--- src/rtl/wb_arbiter.sv ---
// Merges the exec1 (ALU) and M5 (multiply) result streams onto one register-file write port.
// M5 always wins the slot; displaced ALU results wait in a small FIFO.
`ifndef REG_SIZE
`define REG_SIZE 32
`endif
`ifndef REG_ADDR
`define REG_ADDR 5
`endif

module wb_arbiter #(
  parameter int unsigned BUF_DEPTH = 2,
  parameter int unsigned DW        = `REG_SIZE,
  parameter int unsigned AW        = `REG_ADDR
) (
  input  logic          clk,
  input  logic          reset,
  input  logic          alu_regwrite,
  input  logic [AW-1:0] alu_wreg,
  input  logic [DW-1:0] alu_result,
  input  logic          alu_overflow,
  input  logic          mul_regwrite,
  input  logic [AW-1:0] mul_wreg,
  input  logic [DW-1:0] mul_result,
  input  logic          mul_overflow,
  output logic          rf_we,
  output logic [AW-1:0] rf_waddr,
  output logic [DW-1:0] rf_wdata,
  output logic          exc_overflow,
  output logic [AW-1:0] exc_wreg,
  output logic          stall_alu,
  output logic          drop_err
);

  localparam int unsigned CntW = $clog2(BUF_DEPTH + 1);
  localparam int unsigned PtrW = (BUF_DEPTH > 1) ? $clog2(BUF_DEPTH) : 1;
  localparam logic [CntW-1:0] CntFull = CntW'(BUF_DEPTH);
  localparam logic [PtrW-1:0] PtrLast = PtrW'(BUF_DEPTH - 1);

  logic [AW-1:0] buf_wreg_q   [BUF_DEPTH];
  logic [DW-1:0] buf_result_q [BUF_DEPTH];
  logic          buf_ovf_q    [BUF_DEPTH];

  logic [CntW-1:0] count_q, count_d;
  logic [PtrW-1:0] rd_ptr_q, rd_ptr_d, wr_ptr_q, wr_ptr_d;

  logic          rf_we_q, rf_we_d;
  logic [AW-1:0] rf_waddr_q, rf_waddr_d;
  logic [DW-1:0] rf_wdata_q, rf_wdata_d;
  logic          exc_q, exc_d;
  logic [AW-1:0] exc_wreg_q, exc_wreg_d;
  logic          drop_q, drop_d;

  logic          mul_valid, alu_valid, push, pop;
  logic          sel_valid, sel_ovf;
  logic [AW-1:0] sel_wreg;
  logic [DW-1:0] sel_result;

  assign stall_alu = (count_q == CntFull);
  // Writes to r0 are not writes at all: they never occupy the slot or the buffer.
  assign mul_valid = mul_regwrite && (mul_wreg != '0);
  assign alu_valid = alu_regwrite && (alu_wreg != '0) && !stall_alu;

  always_comb begin
    sel_valid  = 1'b0;
    sel_wreg   = mul_wreg;
    sel_result = mul_result;
    sel_ovf    = mul_overflow;
    push       = 1'b0;
    pop        = 1'b0;
    if (mul_valid) begin
      sel_valid = 1'b1;
      push      = alu_valid;
    end else if (count_q != '0) begin
      sel_valid  = 1'b1;
      sel_wreg   = buf_wreg_q[rd_ptr_q];
      sel_result = buf_result_q[rd_ptr_q];
      sel_ovf    = buf_ovf_q[rd_ptr_q];
      pop        = 1'b1;
      push       = alu_valid;
    end else if (alu_valid) begin
      sel_valid  = 1'b1;
      sel_wreg   = alu_wreg;
      sel_result = alu_result;
      sel_ovf    = alu_overflow;
    end
  end

  always_comb begin
    count_d  = count_q;
    rd_ptr_d = rd_ptr_q;
    wr_ptr_d = wr_ptr_q;
    unique case ({push, pop})
      2'b10:   count_d = count_q + 1'b1;
      2'b01:   count_d = count_q - 1'b1;
      default: count_d = count_q;
    endcase
    if (pop) rd_ptr_d = (rd_ptr_q == PtrLast) ? '0 : rd_ptr_q + 1'b1;
    if (push) wr_ptr_d = (wr_ptr_q == PtrLast) ? '0 : wr_ptr_q + 1'b1;
  end

  always_comb begin
    rf_we_d    = sel_valid && !sel_ovf;
    exc_d      = sel_valid && sel_ovf;
    rf_waddr_d = rf_we_d ? sel_wreg : rf_waddr_q;
    rf_wdata_d = rf_we_d ? sel_result : rf_wdata_q;
    exc_wreg_d = exc_d ? sel_wreg : exc_wreg_q;
    drop_d     = drop_q || (alu_regwrite && stall_alu);
  end

  always_ff @(posedge clk or posedge reset) begin
    if (reset) begin
      count_q    <= '0;
      rd_ptr_q   <= '0;
      wr_ptr_q   <= '0;
      rf_we_q    <= 1'b0;
      rf_waddr_q <= '0;
      rf_wdata_q <= '0;
      exc_q      <= 1'b0;
      exc_wreg_q <= '0;
      drop_q     <= 1'b0;
    end else begin
      count_q    <= count_d;
      rd_ptr_q   <= rd_ptr_d;
      wr_ptr_q   <= wr_ptr_d;
      rf_we_q    <= rf_we_d;
      rf_waddr_q <= rf_waddr_d;
      rf_wdata_q <= rf_wdata_d;
      exc_q      <= exc_d;
      exc_wreg_q <= exc_wreg_d;
      drop_q     <= drop_d;
    end
  end

  // Storage needs no reset: count_q alone decides which entries are live.
  always_ff @(posedge clk) begin
    if (push) begin
      buf_wreg_q[wr_ptr_q]   <= alu_wreg;
      buf_result_q[wr_ptr_q] <= alu_result;
      buf_ovf_q[wr_ptr_q]    <= alu_overflow;
    end
  end

  assign rf_we        = rf_we_q;
  assign rf_waddr     = rf_waddr_q;
  assign rf_wdata     = rf_wdata_q;
  assign exc_overflow = exc_q;
  assign exc_wreg     = exc_wreg_q;
  assign drop_err     = drop_q;

endmodule
--- config.mk ---
export PLATFORM = sky130hd
export DESIGN_NAME = wb_arbiter
export DESIGN_NICKNAME = d
export VERILOG_FILES = /design/src/rtl/wb_arbiter.sv
export SDC_FILE = /design/constraint.sdc
export NUM_CORES = 1
export LEC_CHECK = 0
export CORE_MARGIN = 4
export CORE_UTILIZATION = 37
export CTS_CLUSTER_SIZE = 24
export DETAILED_ROUTE_END_ITERATION = 8
export GPL_TIMING_DRIVEN = 0
export MAX_ROUTING_LAYER = met4
export PLACE_DENSITY = 0.58
export SLEW_MARGIN = 40
export SYNTH_ARGS = -nofsm -noshare
export SYNTH_HDL_FRONTEND = slang
export SYNTH_SLANG_ARGS = --single-unit
--- constraint.sdc ---
create_clock -name clk -period 3.73 [get_ports clk]
set_input_delay 0.5595 -clock clk [delete_from_list [all_inputs] [get_ports clk]]
set_output_delay 0.5595 -clock clk [all_outputs]
set_load 0.01 [all_outputs]
==> results list, run 1 <==
* Result of the run: complete, no violations
- WL per Instance: between 15 and 20 µm
- TritonCTS built the clock tree.
- The net count of the finished layout is approximately 670.
- Req. time, crit path: 3830 ps
- Total grt overflow: 0
* Fraction of final layout cells sized beyond drive strength 1: a little under an eighth
* Hold-fix buffers, CTS: 0
- Hold Fails Final Rpt: 0
- Routability cong.: 0.8277
- By area the synthesized netlist is led by sky130_fd_sc_hd__edfxtp_1 41%, sky130_fd_sc_hd__dfrtp_1 22%, sky130_fd_sc_hd__mux2i_1 7.7%.
* CP top delay family: buffers and inverters
* Pin count of the biggest net entering global routing: 37
- Data on the critical path arrives at its endpoint at around 2900 ps.
- Synthesis inferred ~130 register bits.
- Root buffer cell: sky130_fd_sc_hd__clkbuf_16
- Chip Height: 131.0 µm
- Setup repair after global routing left no endpoint under its margin.
- The worst-case IR drop observed on VDD is between 0.3 and 0.4 mV.
- The number of global-route vias before repair was between 4,000 and 5,000.
* Crit path cell chain: clkdlybuf4s50_1, o31a_1, buf_6, buf_2, o21ai_1, nor2_4, buf_8, buf_8
* Antenna Cells: 0
- Port buffering added 125 buffers.
- CTS saw around 130 sinks.
- Warnings from Yosys: 0
- The number of antenna violations at the first check in global routing is 0.
- Registers take about 3500 µm².
- The worst setup path is captured at a flop.
- Overall global routing resource usage: between 10% and 20%
- In this run the post-CTS setup repair buffer count came out at 0.
- PostCTS Resize Cnt: 0
* Period utilization: 74.39%
- Relative contribution of the clock network to total power: a little under a quarter
- Clock skew on the completed layout was measured at approximately 6.6 ps.
- Peak clock frequency supported by timing: between 0.3 and 0.4 GHz
- Reported max-cap violation count: 0
- Subtracting the final worst setup slack from the clock period gives between 2000 and 3000 ps.
- In this run the power spent charging and discharging nets is 1989 µW.
- Area after detailed placement: about 7000 µm²
* Switching part of the total: 32.85%
- After detailed routing, the number of remaining DRC violations is 0.
* Area growth from synthesis to layout: 37.50%
* CP most frequent cell: sky130_fd_sc_hd__buf_8
- Total nets after synthesis: around 520
- Later-pin clock latency in the skew report: roughly 410 ps
* Number of vias per cell after detailed routing: between 5 and 6
- The worst register-to-register path begins at count_q[0].
- Die outline width: ~130 µm
* Total clock buffers created by CTS: 17
- Global routing used about 25% of the available met1 tracks.
* CP Buf/Inv Count: 5
* Number of DRC markers after the initial detailed-route iteration: 209
- Drt first pass iters: 4
- Total die area: 17,160 µm²
* Combined area of the multi-input logic cells: ~1900 µm²
* Library cells used by synthesis: 29
- In this run the remaining antenna-violating nets after routing total 0.
- Pins over their slew limit: 0
- On the worst path, the slowest cell contributes a delay of approximately 610 ps.
* Count of final setup violators: 0
* Slowest library cell on the worst path: sky130_fd_sc_hd__clkdlybuf4s50_1
* Pwr per Cell Area: around 790 nW/µm²
* FILL cells: 1,280
- Sequential cell area fraction in the yosys report: between 60% and 70%
* Total via count after detailed routing: between 4,000 and 5,000
* Async set or reset register ratio after synthesis: 39.20%
* Mean instance size in the synthesized netlist: ~13 µm²
- The HPWL after detailed placement is between 10,000 and 15,000 µm.
- Dominant register cell in the synthesized netlist: sky130_fd_sc_hd__edfxtp_1
* Critical path launch point type: primary input
- In the global route stage, met3 resource usage came out at ~4.7%.
- Effective utilization at floorplan: between 30% and 40%
- At the pin with the least slew margin, the transition time is about 700 ps.
* Gr busiest metal: met2
* Start point of the critical path: alu_regwrite
- Max Root-Sink Buffers: 2
- Worst-case headroom to the max-slew limit: between 50% and 60%
- Crit path kind: primary input to flop
* Share of Yosys cell area claimed by the top area cell type: approximately two fifths
- Once layout is complete, the utilization of the core stands at 52.37%.
- Sequential Power Share: a little over a third
- Synthesis produced a netlist whose cell count is around 440.
- Static leakage power: ~0.0029 µW
- During I/O placement, the number of pins put on the boundary was around 130.
* Top cell type by total area after synthesis: sky130_fd_sc_hd__edfxtp_1
- Wire length of the first global-routing pass: ~23,000 µm
* Internal power consumption: roughly 4100 µW
- The clock tree synthesis step divided the H-tree into 4 levels.
* Hold WC Path Type: primary input to async pin
- Total core area: between 10,000 and 15,000 µm²
* Count of flip-flops with a built-in enable after synthesis: 76
* Clock slew seen by the registers of the worst setup and hold paths: about 50 ps
- Crit Path Max Fanout: 18
- Per report_power, the combinational group accounts for about 41% of the total.
- Total routed wirelength: 14,870 µm
- The mapped netlist covers approximately 5600 µm².
* Number of standard-cell rows in the floorplan: 44
* Grt met2 use: between 20% and 30%
* Final std cell area, no fill: 7699 µm²
## cell families (layout without fill, tap and decap cells)
logic type               count (synthesis)  in the layout  synth area share, %
AO/OA/AOI/OAI                          121            121                16.98
XOR/XNOR                                 5              5               0.7823
adder cells (fa/ha/maj)                  1              1               0.2234
buffers and inverters                   44            206                4.223
flip-flops                             125            125                62.66
multiplexers                            48             48                8.693
AND/OR/NAND/NOR                         92             92                6.436
## stage by stage
step / total power, µW / setup WS [ps] / cells / setup TNS, ps / hold WS (ps)
6_report: 6055 / 955.1 / 782 / 0 / 430.3
5_1_grt: 6419 / 766.7 / 782 / 0 / 452.5
4_1_cts: 6113 / 719.9 / 782 / 0 / 426.7
3_5_place_dp: 4647 / 286.4 / 750 / 0 / 468.3
3_3_place_gp: 4577 / -1608 / 745 / -119960 / 479.1
2_1_floorplan: 3587 / 383.5 / 436 / 0 / 468.1
## cells in the mapped netlist, drive strengths merged (2+ instances only)
cell and instances:
inv 7, a21oi 7, buf 23, edfxtp 76, nand2 5, mux2 5, xor2 2, o32a 32
o21a 33, a2bb2oi 5, xnor2 3, clkbuf 14, o21ai 8, dfrtp 49, a31oi 33, mux2i 43
nor2 83
## routing by layer
layer	vias up	part of all wire [%]
met4	0	1.2
met2	119	45
met5	-	0
li1	1947	-
met1	2011	48
met3	15	5.8
## cells in the final DEF (no fill, tap or decap), drive strengths merged, types with 2 or more instances in the layout
master,n
xor2,2
o21a,33
buf,28
o21ai,8
clkbuf,36
nand2,5
edfxtp,76
a31oi,33
xnor2,3
clkinv,10
a21oi,7
mux2i,43
o32a,32
mux2,5
dfrtp,49
clkdlybuf4s50,125
inv,7
a2bb2oi,5
nor2,83
## sequential cells by signal, summed over array words and instances (netlist names)
register      flops
buf_result_q     64
rd_ptr_q          1
exc_wreg          5
wr_ptr_q          1
rf_waddr          5
exc_overflow      1
count_q           2
rf_we             1
drop_err          1
rf_wdata         32
buf_ovf_q         2
buf_wreg_q       10
## path summary, 6_finish.rpt
check / to / slack, ps / cells past startpoint
max in group asynchronous: rf_wdata[3] / 2830 / 3
hold / removal: rf_wdata[17] / 430 / 2
min in group clk: drop_err / 470 / 1
setup / recovery: buf_wreg_q[1][2] / 960 / 8
setup reg to reg: count_q[1] / 1300 / 7
hold reg to reg: drop_err / 470 / 1
## power by group through the flow
stage,clock network (µW),logic (µW),registers [µW]
2_1_floorplan,0,1330,2250
3_3_place_gp,0,2410,2170
3_5_place_dp,0,2490,2160
4_1_cts,1470,2500,2140
5_1_grt,1540,2690,2190
6_report,1450,2460,2140
## worst reg2reg max path, stage by stage (launching register included)
cell and delay (ps):
sky130_fd_sc_hd__dfrtp_1 440, sky130_fd_sc_hd__nor2_1 260, sky130_fd_sc_hd__clkbuf_1 440, sky130_fd_sc_hd__clkbuf_1 470, sky130_fd_sc_hd__nor2_1 140, sky130_fd_sc_hd__ha_1 330, sky130_fd_sc_hd__nor2_1 130, sky130_fd_sc_hd__xor2_1 140
## layout make-up
class	count	share of cell area (%)
multi-input cells	267	24.28
clock buffers	22	6.160
repair buffers	130	17.29
well taps	184	2.990
inverters	7	0.3738
plain buffers	37	2.730
clock inverters	10	0.6013
flip-flops and latches	125	45.57
Note: power is estimated with default switching activity, not from simulation.
==> inputs of run 2 (changes only) <==
--- a/config.mk
+++ b/config.mk
@@ -11,7 +11,7 @@
 export DETAILED_ROUTE_END_ITERATION = 8
 export GPL_TIMING_DRIVEN = 0
 export MAX_ROUTING_LAYER = met4
-export PLACE_DENSITY = 0.58
+export PLACE_DENSITY = 0.6
 export SLEW_MARGIN = 40
 export SYNTH_ARGS = -nofsm -noshare
 export SYNTH_HDL_FRONTEND = slang
==> constraint.sdc (replaced) <==
create_clock -name clk -period 2.4 [get_ports clk]
set_input_delay 0.36 -clock clk [delete_from_list [all_inputs] [get_ports clk]]
set_output_delay 0.36 -clock clk [all_outputs]
set_load 0.01 [all_outputs]
==> results list, run 2 (synthesis results as in run 1) <==
* Overall global routing resource usage: 18.47%
- At the pin with the least slew margin, the transition time is ~660 ps.
- The die is 131.0 µm wide.
- Fraction of final layout cells sized beyond drive strength 1: between 10 and 15%
* Number of vias per cell after detailed routing: around 5.2
* Setup Skew: between 5 and 6 ps
- The analysis attributes to cell leakage a power of ~0.003 µW.
- At the worst endpoint, the required time is 2730 ps.
* Detailed-placement wirelength estimate: approximately 10,000 µm
- TritonCTS created 17 clock buffers.
- Summed over all failing endpoints, the final setup total negative slack is 0 ps.
* Later-pin clock latency in the skew report: between 400 and 500 ps
* Final critical path time including I/O delays and setup: about 2300 ps
- For this run, the slowest stage of the critical path takes 570 ps.
* Most used cells in the layout excluding fill and tap cells: 125 x sky130_fd_sc_hd__clkdlybuf4s50_1, 80 x sky130_fd_sc_hd__nor2_1, 76 x sky130_fd_sc_hd__edfxtp_1
* Sequential Power Share: 34.2%
* Wire length of the first global-routing pass: roughly 23,000 µm
- Final hold slack: 240.1 ps
* Relative contribution of the clock network to total power: approximately 26%
- Drt first pass iters: 4
- Total die area: 17,160 µm²
- STA classifies the critical path endpoint as a flop.
- Layout net count: approximately 670
* Hold Fails Final Rpt: 0
- Total routed wirelength: about 15,000 µm
- The clock net in this run drives a total of roughly 130 sinks.
- The clock tree synthesis step divided the H-tree into 4 levels.
* Worst-case headroom to the max-slew limit: approximately 56%
- In this run the power spent charging and discharging nets is about 3100 µW.
- Crit Path Max Fanout: 19
- The initial utilization of the core area, before any placement, comes to about two fifths.
- Clock tree from TritonCTS: yes
* Internal power consumption: approximately 6600 µW
* Count of final setup violators: 0
- For this design the top-level I/O count stands at 126.
- The number of antenna violations at the first check in global routing came to 0.
- Root buffer cell: sky130_fd_sc_hd__clkbuf_16
* Most common library cell in the layout ignoring fill and taps: sky130_fd_sc_hd__clkdlybuf4s50_1
* Clock slew seen by the registers of the worst setup and hold paths: 50 ps
* Antenna Cells: 0
- Worst path arrival time: between 2000 and 3000 ps
- Total core area: 14,700 µm²
- WL per Instance: approximately 19 µm
- Pin count of the biggest net entering global routing: 36
- Setup Slack @ Placement: -950.1 ps
* Total grt overflow: 0
- Dividing total power by cell area gives a power density of between 1000 and 1500 nW/µm².
- The worst-case IR drop observed on VDD is 0.7628 mV.
- The flow ran to the end, and the final reports show no timing, DRC or antenna violations.
- Setup slack on the critical path of the routed design comes to 87.25 ps.
- Crit path cell chain: clkdlybuf4s50_1, or4_4, o21a_2, buf_4, nor2_2, ha_1, nor2_1, xor2_1
- Number of standard-cell rows in the floorplan: 44
* Buffers on Ports: 125
* Chip Height: ~130 µm
- Pins over their slew limit: 0
- Routability-driven placement finished with a final weighted congestion of just over 0.8.
- Number of DRC violations after detailed routing: 0
- Period utilization: 96.36%
- Compared with the post-synthesis result, the final layout area differs by 39.71%.
- No sink is reached through more buffers than the 2 on the longest clock path.
- Hold WC Path Type: primary input to async pin
- The share of total power dissipated in combinational logic is approximately two fifths.
- Total via count after detailed routing: around 4,100
- Measured on the finished design, the core utilization comes to about 53%.
- Number of DRC markers after the initial detailed-route iteration: about 230
- Crit path kind: primary input to flop
* Peak clock frequency supported by timing: about 0.43 GHz
- Vias in the first global route: 4,312
* Reported max-cap violation count: 0
- Slowest library cell on the worst path: sky130_fd_sc_hd__or4_4
- Flip-flop count of the largest register after layout: 64
- Net switching is 32.00% of the power.
- Post-route antenna net violation count: 0
* Register containing the most flip-flops in the final layout: buf_result_q
- Critical path launch point type: primary input
-- run 2: metal layers --
metal  GRT usage (%)  up-vias  wire [µm]
met5               -        -          0
met4           5.566        0        214
met3           5.122       19        856
met2           27.78      116       6715
met1           24.52     2026       7156
li1                -     1949          -
-- run 2: area by class of cell --
cell class	count	area, µm²
Sequential cell	125	3508
Clock buffer	24	451.7
Inverter	7	28.78
Multi-Input combinational cell	267	1892
Clock inverter	8	117.6
Fill cell	1283	6877
Buffer	36	210.2
Timing Repair Buffer	132	1384
Tap cell	184	230.2
-- run 2: through the flow --
| step | total power (µW) | instance area (µm²) | cells |
|---|---|---|---|
| finish | 9752 | 7823 | 783 |
| global route | 10340 | 7823 | 783 |
| CTS | 9848 | 7806 | 783 |
| detailed placement | 7285 | 7216 | 750 |
| global placement | 7109 | 7086 | 745 |
| floorplan | 5574 | 5604 | 436 |
-- run 2: worst max-delay path, delay by kind of cell --
kind / cells / cell delay, ps
compound gates: 1 / 260
simple gates: 3 / 890
buf+inv: 2 / 690
xor+xnor: 1 / 160
fa+ha+maj: 1 / 270
-- run 2: path summary, 6_finish.rpt --
kind / start / endpoint / slack [ps] / depth (start not counted)
worst max-delay path: mul_wreg[1] / count_q[1] / 90 / 8
worst min-delay path: reset / rf_wdata[18] / 240 / 2
worst max register to register: rd_ptr_q / rf_wdata[13] / 220 / 8
worst min register to register: drop_err / drop_err / 470 / 1
max in group asynchronous: reset / exc_wreg[2] / 1690 / 3
min in group clk: drop_err / drop_err / 470 / 1
-- run 2: timing repair --
action	in CTS	in global routing
setup buffers	2	0
pin swaps	2	0
hold buffers	0	0
resized for setup	6	4
setup endpoints to repair	78	22
-- run 2: power by group through the flow --
stage / Sequential, µW / Clock (µW) / Combinational [µW]
4_1_cts: 3330 / 2550 / 3970
5_1_grt: 3400 / 2640 / 4290
3_3_place_gp: 3350 / 0 / 3760
2_1_floorplan: 3490 / 0 / 2080
6_report: 3330 / 2500 / 3920
3_5_place_dp: 3360 / 0 / 3930
